**src/rtl/router_pkg.sv**
```systemverilog
// Shared definitions for the router packet FIFO: default unit width, clog2 helper,
// and the write-side FSM encoding.
package router_pkg;

  localparam int UWIDTH_DEF = 8;

  function automatic int clog2(input int v);
    int r;
    r = 0;
    while ((1 << r) < v) r++;
    return r;
  endfunction

  typedef enum logic [1:0] {
    W_IDLE    = 2'd0,
    W_FILL    = 2'd1,
    W_DISCARD = 2'd2
  } wstate_t;

endpackage

```
**src/rtl/pkt_fifo_ram.sv**
```systemverilog
// Packet storage: DEPTH entries of WIDTH units, plus a per-entry length table.
// Synchronous write, asynchronous read; contents are never cleared.
module pkt_fifo_ram
  import router_pkg::*;
#(
  parameter int DEPTH     = 4,
  parameter int WIDTH     = 11,
  parameter int UWIDTH    = UWIDTH_DEF,
  parameter int PTR_SZ    = clog2(DEPTH),
  parameter int PTR_IN_SZ = clog2(WIDTH + 1)
) (
  input  logic                 clk,
  input  logic                 we,
  input  logic [PTR_SZ-1:0]    waddr,
  input  logic [PTR_IN_SZ-1:0] waddr_in,
  input  logic [UWIDTH-1:0]    wdata,
  input  logic                 len_we,
  input  logic [PTR_IN_SZ-1:0] len_wdata,
  input  logic [PTR_SZ-1:0]    raddr,
  input  logic [PTR_IN_SZ-1:0] raddr_in,
  output logic [UWIDTH-1:0]    rdata,
  output logic [PTR_IN_SZ-1:0] rlen
);

  logic [WIDTH-1:0][UWIDTH-1:0] mem [DEPTH];
  logic [PTR_IN_SZ-1:0]         len [DEPTH];

  always_ff @(posedge clk) begin
    if (we)     mem[waddr][waddr_in] <= wdata;
    if (len_we) len[waddr]           <= len_wdata;
  end

  assign rdata = mem[raddr][raddr_in];
  assign rlen  = len[raddr];

endmodule

```
**src/rtl/packet_fifo.sv**
```systemverilog
// Packet FIFO: units stream in over a valid/ready handshake, whole packets commit on
// their last unit, aborted or oversize packets are dropped; reads are fall-through.
module packet_fifo
  import router_pkg::*;
#(
  parameter int DEPTH     = 4,
  parameter int WIDTH     = 11,
  parameter int UWIDTH    = UWIDTH_DEF,
  parameter int PTR_SZ    = clog2(DEPTH),
  parameter int PTR_IN_SZ = clog2(WIDTH + 1)
) (
  input  logic              clk,
  input  logic              rst,
  input  logic              wr_valid,
  input  logic [UWIDTH-1:0] wr_data,
  input  logic              wr_last,
  input  logic              wr_drop,
  output logic              wr_ready,
  output logic              rd_valid,
  output logic [UWIDTH-1:0] rd_data,
  output logic              rd_last,
  input  logic              rd_ready,
  output logic [PTR_SZ:0]   pkt_count,
  output logic              full,
  output logic              empty,
  output logic              err_oversize
);

  localparam logic [PTR_SZ:0]    CNT_FULL = (PTR_SZ + 1)'(DEPTH);
  localparam logic [PTR_IN_SZ-1:0] IDX_MAX = PTR_IN_SZ'(WIDTH - 1);
  localparam logic [PTR_IN_SZ-1:0] IDX_ONE = PTR_IN_SZ'(1);
  localparam logic [PTR_SZ-1:0]    PTR_ONE = PTR_SZ'(1);

  wstate_t              state, next_state;
  logic [PTR_SZ-1:0]    wptr, rptr;
  logic [PTR_IN_SZ-1:0] widx, ridx;
  logic [UWIDTH-1:0]    ram_rdata;
  logic [PTR_IN_SZ-1:0] ram_rlen;

  logic wr_fire, store, commit, overflow, rd_fire, release_pkt;

  // Ready depends only on registered state so no input-to-output path exists.
  assign wr_ready = (pkt_count != CNT_FULL) | (state == W_DISCARD);
  assign wr_fire  = wr_valid & wr_ready & ~wr_drop;
  assign store    = wr_fire & (state != W_DISCARD);
  assign commit   = store & wr_last;
  assign overflow = store & ~wr_last & (widx == IDX_MAX);

  assign rd_valid    = (pkt_count != '0);
  assign rd_data     = rd_valid ? ram_rdata : '0;
  assign rd_last     = rd_valid & (ridx == ram_rlen - IDX_ONE);
  assign rd_fire     = rd_valid & rd_ready;
  assign release_pkt = rd_fire & rd_last;

  assign full  = (pkt_count == CNT_FULL);
  assign empty = (pkt_count == '0);

  always_comb begin
    next_state = state;
    if (wr_drop) begin
      next_state = W_IDLE;
    end else if (wr_fire) begin
      case (state)
        W_DISCARD: if (wr_last) next_state = W_IDLE;
        default: begin
          if (wr_last)              next_state = W_IDLE;
          else if (widx == IDX_MAX) next_state = W_DISCARD;
          else                      next_state = W_FILL;
        end
      endcase
    end
  end

  always_ff @(posedge clk or posedge rst) begin
    if (rst) begin
      state        <= W_IDLE;
      widx         <= '0;
      wptr         <= '0;
      err_oversize <= 1'b0;
    end else begin
      state        <= next_state;
      err_oversize <= overflow;
      if (wr_drop || commit || overflow) widx <= '0;
      else if (store)                    widx <= widx + IDX_ONE;
      if (commit) wptr <= wptr + PTR_ONE;
    end
  end

  always_ff @(posedge clk or posedge rst) begin
    if (rst) begin
      rptr <= '0;
      ridx <= '0;
    end else if (rd_fire) begin
      if (rd_last) begin
        ridx <= '0;
        rptr <= rptr + PTR_ONE;
      end else begin
        ridx <= ridx + IDX_ONE;
      end
    end
  end

  always_ff @(posedge clk or posedge rst) begin
    if (rst) begin
      pkt_count <= '0;
    end else begin
      case ({commit, release_pkt})
        2'b10:   pkt_count <= pkt_count + 1'b1;
        2'b01:   pkt_count <= pkt_count - 1'b1;
        default: pkt_count <= pkt_count;
      endcase
    end
  end

  pkt_fifo_ram #(
    .DEPTH(DEPTH), .WIDTH(WIDTH), .UWIDTH(UWIDTH),
    .PTR_SZ(PTR_SZ), .PTR_IN_SZ(PTR_IN_SZ)
  ) u_ram (
    .clk       (clk),
    .we        (store),
    .waddr     (wptr),
    .waddr_in  (widx),
    .wdata     (wr_data),
    .len_we    (commit),
    .len_wdata (widx + IDX_ONE),
    .raddr     (rptr),
    .raddr_in  (ridx),
    .rdata     (ram_rdata),
    .rlen      (ram_rlen)
  );

endmodule

```
**config.mk**
```make
export PLATFORM = sky130hd
export DESIGN_NAME = packet_fifo
export DESIGN_NICKNAME = d
export VERILOG_FILES = /design/src/rtl/router_pkg.sv /design/src/rtl/pkt_fifo_ram.sv /design/src/rtl/packet_fifo.sv
export SDC_FILE = /design/constraint.sdc
export NUM_CORES = 1
export LEC_CHECK = 0
export CAP_MARGIN = 20
export CORE_ASPECT_RATIO = 0.6
export CORE_MARGIN = 3
export CORE_UTILIZATION = 30
export CTS_CLUSTER_DIAMETER = 120
export CTS_CLUSTER_SIZE = 8
export DETAILED_ROUTE_END_ITERATION = 10
export PLACE_DENSITY = 0.51
export SETUP_SLACK_MARGIN = 0.5
export SYNTH_ARGS = -nofsm -noshare
export SYNTH_HDL_FRONTEND = slang
export SYNTH_SLANG_ARGS = --single-unit
```
**constraint.sdc**
```tcl
create_clock -name clk -period 6.95 [get_ports clk]
set_clock_uncertainty 0.05 [all_clocks]
set_input_delay 0.695 -clock clk [delete_from_list [all_inputs] [get_ports clk]]
set_output_delay 0.695 -clock clk [all_outputs]
set_load 0.01 [all_outputs]
```
# Word-level counts from Yosys, hierarchy flattened

Memory sizes are Yosys's and may differ from the RTL's.
Cells that the tools add are included.

Equal/unequal tests: 9
Add/sub/neg operators: 7
Reduce and logical (&&, ||, !) cells: 10
$lt $le $gt $ge: 3
Mux-type cells: 19
Bitwise logic cells: 12

Operator list:

| cell                  | count |
|---|---|
| $mux W88              | 1 |
| $bmux W8 S4           | 1 |
| $demux W8 S4          | 1 |
| $mux W8               | 3 |
| $mux W2               | 6 |
| $mux W4               | 3 |
| $lt A4 B5 Y1 const B  | 2 |
| $and A1 B1 Y1         | 9 |
| $add A4 B1 Y4 const B | 2 |
| $ne A3 B3 Y1 const B  | 2 |
| $pmux W3 S2           | 1 |
| $reduce_bool A2 Y1    | 3 |
| $add A2 B1 Y2 const B | 2 |
| $eq A2 B2 Y1 const B  | 2 |
| $eq A4 B4 Y1          | 1 |
| $eq A4 B4 Y1 const B  | 1 |
| $ge A4 B1 Y1 const B  | 1 |
| $reduce_and A2 Y1     | 2 |
| $sub A4 B1 Y4 const B | 1 |
| $add A3 B1 Y3 const B | 1 |
| $eq A3 B3 Y1 const B  | 1 |
| $logic_not A3 Y1      | 1 |
| $mux W1               | 3 |
| $reduce_bool A3 Y1    | 1 |
| 7 further kinds       | 9 |

Word-level logic and storage cells: 69
RAM bits: 368
Output and inout bits: 17
Input bits: 14
Memories: 2
Register bits: 18

Memory list:

| name      | words | bits a word | rd ports | clocked after memory_dff | wr ports | RTL line           | source |
|---|---|---|---|---|---|---|---|
| u_ram.mem | 4     | 88          | 1        | 0                        | 1        | pkt_fifo_ram.sv:25 | `logic [WIDTH-1:0][UWIDTH-1:0] mem [DEPTH];` |
| u_ram.len | 4     | 4           | 1        | 0                        | 1        | pkt_fifo_ram.sv:26 | `logic [PTR_IN_SZ-1:0] len [DEPTH];` |

# Logic depth before layout (Yosys ltp)

Gate-level depths: netlist of the first run.

Word-level depth: 9
Mapped depth: 15
Gate-level depth less buffers: 13

# Hierarchy

Synthesis of the first run repeated with hierarchy kept, for this count alone.

Cells, all modules: 850
Area total of the unflattened synthesis: 15,780.1 um^2

Modules (own cells, without submodules):

| module       | cells an instance | area an instance (um^2) | sequential area each (um^2) | instances |
|---|---|---|---|---|
| pkt_fifo_ram | 730               | 14,612.8                | 11,050.6                    | 1 |
| packet_fifo  | 120               | 1,167.4                 | 450.4                       | 1 |

# Worst setup path after synthesis of the first run

OpenSTA, ideal clock, no wires.

Path kind: reg-to-reg
Start: register rptr[0]
End: register pkt_count[2]
Clock period less this slack: 3.249 ns
Buffers on the path: 2
Cell stages (with the launch flop): 16
Required time: 6.821 ns
Library setup time: 0.079 ns
Setup slack: 3.701 ns
Data arrival time: 3.120 ns
Cells stage by stage: dfrtp_1 clkbuf_2 buf_6 mux4_2 inv_1 ha_1 xor2_1 xnor2_1 nand4_1 nor3_4 ha_1 inv_1 fa_1 xor2_1 nor2_1 xor2_1

Longest elaborated chain between the ends: 7
Elaborated cells between the ends (all ways): 9
Classes of those cells: add/sub: 1; eq/ne: 3; mux: 1; bitwise: 2; reduce/logical: 1; memory: 1

Ends and longest elaborated chain:

| what                                                     | RTL line           | source |
|---|---|---|
| start: declaration                                       | packet_fifo.sv:35  | `logic [PTR_SZ-1:0] wptr, rptr;` |
| start signal: assignment                                 | packet_fifo.sv:96  | `rptr <= rptr + PTR_ONE;` |
| $mem_v2 Z4 W4 (*)                                        | n/a                |  |
| $sub A4 B1 Y4 (*)                                        | packet_fifo.sv:51  | `assign rd_last = rd_valid & (ridx == ram_rlen - IDX_ONE);` |
| $eq A4 B4 Y1 (*)                                         | packet_fifo.sv:51  |  |
| $and A1 B1 Y1 (*)                                        | packet_fifo.sv:51  |  |
| $and A1 B1 Y1 (*)                                        | packet_fifo.sv:53  | `assign release_pkt = rd_fire & rd_last;` |
| named net release_pkt                                    | packet_fifo.sv:40  | `logic wr_fire, store, commit, overflow, rd_fire, release_pkt;` |
| $eq A2 B1 Y1 / $eq A2 B2 Y1 (equally long branches)      | packet_fifo.sv:107 | `case ({commit, release_pkt})` |
| $pmux W3 S2 / $reduce_bool A2 Y1 (equally long branches) | n/a                |  |
| end signal: assignment                                   | packet_fifo.sv:108 | `2'b10: pkt_count <= pkt_count + 1'b1;` |
| end signal: assignment                                   | packet_fifo.sv:109 | `2'b01: pkt_count <= pkt_count - 1'b1;` |
| end signal: assignment                                   | packet_fifo.sv:110 | `default: pkt_count <= pkt_count;` |
| end: declaration                                         | packet_fifo.sv:23  | `output logic [PTR_SZ:0] pkt_count,` |

The timed path passes the listed nets; every way through them passes the cells marked *.
A chain may end at the register's enable or synchronous reset.

# Final worst setup path of the first run

Start: register rptr[1]
End: output rd_data[4]

Longest elaborated chain between the ends: 4

Ends and longest elaborated chain:

| what                          | RTL line           | source |
|---|---|---|
| $mem_v2 Z4 W88                | n/a                |  |
| $bmux W8 S4                   | pkt_fifo_ram.sv:33 | `assign rdata = mem[raddr][raddr_in];` |
| $mux W8 (not written as such) | pkt_fifo_ram.sv:33 |  |
| $mux W8                       | packet_fifo.sv:50  | `assign rd_data = rd_valid ? ram_rdata : '0;` |
| end: declaration              | packet_fifo.sv:20  | `output logic [UWIDTH-1:0] rd_data,` |

Every way passes these cells. The select of a mux whose other input is x is not followed.

==> flow_metrics.tcl, run 1 <==
set metrics [dict create \
    status "finished, final reports clean" \
    slowest_delay_ns 1.06 \
    p_total_uw 7040 \
    clk_path_buf_depth 3 \
    critical_path_class "reg2out" \
    startpoint_type "register" \
    ff2ff_path_depth 11 \
    max_slew_margin 0.226 \
    grt_max_degree 63 \
    cp_slowest_cell "dfrtp_4" \
    yosysWarnings 0 \
    dieHeight_um 182 \
    area_growth_pct 16.3 \
    timing.hold.ws_ns 0.442 \
    hold_path.class "reg2reg" \
    critPathMaxFanout 62 \
    globalRouteMet2Util 0.182 \
    synth.top_cell.area_share 0.715 \
    synthArstFlopShare 0.0466 \
    cts_resized 0 \
    top_usage_layer "met1" \
    cts_tree "done" \
    ys_top_cells_by_area "edfxtp_1 71%, mux4_2 15%, dfrtp_1 2.9%" \
    clk_pin_slew_worst_paths_ns 0.05 \
    coreArea_mm2 0.0501 \
    drv_cap 0 \
    grt_usage 0.141 \
    first_pass_iters 5 \
    tightest_slew_ns 1.16 \
    stdcell_count 1527 \
    gp_congestion 0.776 \
    synthesis.nets 796 \
    path_delay_family "flip-flops" \
    syn_inst 770 \
    endpoint_kind "output port" \
    period_share 0.704 \
    synth_area_per_cell_um2 20.1 \
    drive_gt1_frac 0.220 \
    grt_pass1_vias 7574 \
    fin_setup_tns_ns 0 \
    ys_seq_area_frac 0.744 \
    crit_required_ns 6.20 \
    grt_pass1_wl_mm 55.3 \
    fin_crit_ns 4.89 \
    overflow 0 \
    met3_usage 0.0466 \
    rsz0062_at_grt "false" \
    clk_latency_ns 0.58 \
    htree_levels 2 \
    crit-reg2reg-capture "pkt_count[2]" \
    numCtsBuffers 54 \
    cpMostUsedCell "mux4_2" \
    ys_types 46 \
    via_count 7601 \
    dpl.cell_count 1449 \
    rows 63 \
    p_per_area_mw_per_mm2 392 \
    synth_flop_cell "edfxtp_1" \
    r2r_start "rptr[0]" \
    nNetsFinal 851 \
    place_area_mm2 0.0165 \
    crit_cells 7 \
    cp_data_arrival_time_ns 4.15 \
    fmaxAchievable_mhz 204 \
    routed_wl_mm 38.1 \
    num_io_pins 31 \
    startpoint "rptr[1]" \
    slew_violations 0 \
    post_cts_buffers 0 \
    initial_core_util 0.308 \
    antenna_found_initial 0 \
    routedWlPerCell_um 25.0 \
    r2r_slack_ns 2.95 \
    design_area_mm2 0.0180 \
    cts.sinks 386 \
    syn-cell-area_mm2 0.0155 \
    ys_ff_latch 386 \
    port_buffers 30 \
    cp.buffers_inverters 2 \
    synth_top_area_cell "edfxtp_1" \
    drc_errors 0 \
    vdd_ir_drop_max_mv 0.201 \
    leakagePower_uw 0.00574 \
    root_buffer "clkbuf_16" \
    dp_hpwl_mm 24.4 \
    die-area_mm2 0.0544 \
    crit_chain "buf_4 -> mux4_2 -> mux4_2 -> nor2_1 -> a21oi_1 -> a22o_1 -> clkdlybuf4s50_1" \
    ant_nets 0 \
    drt_iter0_drc 874 \
    min-delay-start "state[0]" \
    num_antenna_cells 0 \
    holdBufCountCts 0 \
    setup_viol 0 \
    finalHoldViolCount 0 \
    critPathCapture "rd_data[4]" \
    grtUsageMet1 0.225 \
    fillCellCount 4657 \
    die-width_um 299 \
    viasPerCell 4.98 \
    synth-edff-count 368 \
]
## layout make-up
cell class | count | area, um2 | area share
Multi-Input combinational cell | 320 | 3680 | 0.205
Sequential cell | 386 | 11500 | 0.640
Clock buffer | 73 | 1440 | 0.0803
Clock inverter | 3 | 37.5 | 0.00209
Tap cell | 682 | 853 | 0.0475
Inverter | 20 | 75.1 | 0.00417
Timing Repair Buffer | 43 | 382 | 0.0212
## cell usage in the layout, fill, tap and decap left out, types with 5 or more instances in the layout
cell type / Yosys / routed
o22ai_1: 10 / 10
ha_1: 11 / 11
clkdlybuf4s50_1: 0 / 23
dfrtp_1: 18 / 15
mux4_2: 100 / 100
buf_4: 2 / 11
buf_2: 14 / 7
nor2_1: 50 / 50
clkbuf_16: 0 / 55
nand2_1: 26 / 26
o21ai_0: 7 / 7
a22o_1: 7 / 7
a31oi_1: 8 / 8
xnor2_1: 6 / 6
mux2i_1: 23 / 23
inv_1: 20 / 20
edfxtp_1: 368 / 368
and3_1: 12 / 12
clkbuf_1: 22 / 18
xor2_1: 8 / 8
a21oi_1: 10 / 10
nor2b_1: 6 / 6
nand2b_1: 5 / 5
## layer usage
metal / part of all wire / wire, um
met4: 0.015 / 571
met2: 0.39 / 15100
met3: 0.081 / 3080
met5: 0 / 0
met1: 0.51 / 19400
## synthesized netlist by cell type, types with 3 or more instances
master / count
ha_1: 11
a21oi_1: 10
a22o_1: 7
o21ai_0: 7
edfxtp_1: 368
dfrtp_1: 18
a31oi_1: 8
o22ai_1: 10
nor3_1: 3
mux2i_1: 23
xnor2_1: 6
buf_1: 4
nand2_1: 26
and3_1: 12
nand2b_1: 5
inv_1: 20
nor2b_1: 6
mux4_2: 100
clkbuf_1: 22
nor2_1: 50
nor3b_1: 3
buf_2: 14
and2_1: 3
xor2_1: 8
## worst min-delay path by stage
stage                     slack (ns)  cells past startpoint            to
after detailed placement        0.44                      1      state[0]
after global routing            0.49                      1  pkt_count[2]
after CTS                       0.45                      1      state[0]
after floorplan                 0.41                      1      state[0]
final                           0.44                      1      state[0]
after global placement          0.43                      1      state[0]
## cell families after synthesis
group                      synth area share
buffers and inverters                0.0177
and+or+nand+nor                      0.0380
DFF                                   0.744
muxes                                 0.162
AOI/OAI and AO/OA                    0.0200
xor gates and xnor gates            0.00793
adders and majority gates            0.0102
## power breakdown
group	switching, uW	total (uW)	internal (uW)
Sequential	201	2820	2620
Combinational	958	1860	906
Clock	939	2360	1420
## registers in the layout, indices dropped and copies added, names as in the netlist, 2 cells and up
name       flops
state          2
u_ram.mem    352
pkt_count      3
rptr           2
u_ram.len     16
wptr           2
ridx           4
widx           4
## metrics by stage
stage	utilization	setup slack (ns)
floorplan	-	3.70
global placement	0.328	2.66
detailed placement	0.329	2.62
CTS	0.358	2.00
global route	0.359	1.84
finish	0.359	2.06
Note: power is estimated with default switching activity, not from simulation.
==> inputs of run 2 (changes only) <==
Settings changed: PLACE_DENSITY 0.51 to 0.53.
Clock period 6.95 ns to 4.5 ns, I/O delays scaled along.
==> run 2 against run 1 <==
  * Final area up 2.1%
  * Routed wire length down 0.57%
  * Clock power up 50%
  * Critical path depth up 2
  * Sequential cell count unchanged
  * Core utilization up 0.75 points
  * Via count up 0.79%
  * Largest power group unchanged
  * Highest routed layer unchanged
==> flow_metrics.tcl, run 2 (synthesis gave the netlist of run 1 again) <==
set metrics [dict create \
    drv_cap 0 \
    crit_required_ns 4.00 \
    routedWlPerCell_um 24.4 \
    crit-reg2reg-capture "pkt_count[2]" \
    grt_pass1_vias 7877 \
    ff2ff_path_depth 15 \
    fin_crit_ns 3.90 \
    cts_tree "done" \
    fin_setup_tns_ns 0 \
    p_per_area_mw_per_mm2 599 \
    fmaxAchievable_mhz 256 \
    r2r_start "rptr[0]" \
    slew_violations 0 \
    status "finished, final reports clean" \
    leakagePower_uw 0.00595 \
    startpoint_type "register" \
    clk_path_buf_depth 3 \
    num_antenna_cells 0 \
    timing.final.ws_setup_ns 0.598 \
    pre_cts_ws_ns 0.807 \
    dpl.cell_count 1479 \
    drive_gt1_frac 0.255 \
    rsz0062_at_grt "true" \
    layout_common_cells "368 x edfxtp_1, 100 x mux4_2, 56 x clkbuf_16" \
    endpoint_kind "output port" \
    first_pass_iters 5 \
    dp_hpwl_mm 24.5 \
    rows 63 \
    nNetsFinal 889 \
    initial_core_util 0.308 \
    max_slew_margin 0.332 \
    area_growth_pct 18.8 \
    via_count 7661 \
    finalHoldViolCount 0 \
    port_buffers 30 \
    hold_path.class "in2async" \
    r2r_slack_ns 0.85 \
    viasPerCell 4.92 \
    gp_congestion 0.792 \
    final_common_cell "edfxtp_1" \
    clk_latency_ns 0.55 \
    drt_iter0_drc 790 \
    num_io_pins 31 \
    antenna_found_initial 0 \
    fillCellCount 4638 \
    critPathMaxFanout 14 \
    slowest_delay_ns 0.51 \
    largest_reg_flops 352 \
    overflow 0 \
    ant_nets 0 \
    setup_viol 0 \
    tightest_slew_ns 0.999 \
    path_delay_family "buffers and inverters" \
    cts.sinks 386 \
    dieHeight_um 182 \
    cp_data_arrival_time_ns 3.40 \
    top_register "u_ram.mem" \
    clk_pin_slew_worst_paths_ns 0.05 \
    routed_wl_mm 37.9 \
    grt_max_degree 52 \
    die-area_mm2 0.0544 \
    reg_top3 "u_ram.mem: 352 flops, u_ram.len: 16 flops" \
    die-width_um 299 \
    numCtsBuffers 54 \
    grt_pass1_wl_mm 55.5 \
    coreArea_mm2 0.0501 \
    cp.buffers_inverters 4 \
    period_share 0.867 \
    vdd_ir_drop_max_mv 0.282 \
    htree_levels 2 \
    grt_usage 0.140 \
    crit_chain "buf_12 -> buf_12 -> clkbuf_16 -> mux4_2 -> mux4_2 -> nor2_1 -> a21oi_1 -> a22o_1 -> clkdlybuf4s50_1" \
    critical_path_class "reg2out" \
    root_buffer "clkbuf_16" \
    stdcell_count 1556 \
    drc_errors 0 \
    cp_slowest_cell "dfrtp_4" \
]
-- run 2: changes by cell type in the layout (fill, tap and decap cells not counted), moves of 2 or more --
cell,previous run,this run
buf_16,0,3
buf_2,7,2
buf_4,11,44
clkbuf_1,18,10
clkdlybuf4s50_1,23,28
mux2i_1,23,21
mux2i_2,0,2
-- run 2: worst reg2reg max path, delay by kind of cell, from the launching register on --
family                   cells  cell delay [ns]
adder cells (fa/ha/maj)      3             0.76
AND/OR/NAND/NOR              3             0.64
XOR/XNOR                     4             0.62
buffers and inverters        4             0.54
flip-flops                   1             0.51
multiplexers                 1             0.46
-- run 2: worst max path at each step --
stage                        from            to  slack, ns  depth (start not counted)
after floorplan           rptr[0]  pkt_count[2]       1.25                         15
after global placement    rptr[0]    rd_data[2]       0.85                          7
after detailed placement  rptr[0]  pkt_count[2]       0.81                         13
after CTS                 rptr[0]       rd_last       0.48                          8
after global routing      rptr[1]    rd_data[6]       0.49                          7
final                     rptr[0]    rd_data[0]       0.60                          9
-- run 2: per-stage QoR --
step	power [uW]	utilization	area, um2	hold WS, ns
after global placement	7360	0.334	16800	0.425
after CTS	11000	0.363	18200	0.313
after detailed placement	7370	0.334	16800	0.433
after global routing	11500	0.366	18400	0.369
final	11000	0.366	18400	0.290
after floorplan	6220	-	15500	0.339
-- run 2: cell type report --
class | count | area (um2) | share of cell area
clock buffer | 65 | 1410 | 0.0770
multi-input combinational | 320 | 3710 | 0.202
inverter | 20 | 75.1 | 0.00409
timing repair buffer | 81 | 783 | 0.0427
clock inverter | 2 | 17.5 | 0.000954
tap | 682 | 853 | 0.0465
sequential | 386 | 11500 | 0.627
-- run 2: power breakdown --
part | internal [uW] | switching, uW | total (uW) | leakage (uW)
clock network | 2150 | 1370 | 3530 | 0.000698
registers | 4040 | 184 | 4230 | 0.00354
logic | 1610 | 1630 | 3250 | 0.00171
-- run 2: metal layers --
| metal | up-vias | track usage | part of all wire |
|---|---|---|---|
| met5 | - | 0 | 0 |
| met4 | 0 | 0.0248 | 0.013 |
| met3 | 46 | 0.0503 | 0.096 |
| met2 | 279 | 0.190 | 0.41 |
| met1 | 4039 | 0.214 | 0.48 |
| li1 | 3297 | - | - |
-- run 2: repair_timing --
item                                    4_1_cts  5_1_grt
endpoints found under the setup margin        9        9
gates resized for setup                       4        7
setup buffers                                 2        7
hold buffers                                  0        0
cloned                                        0        1
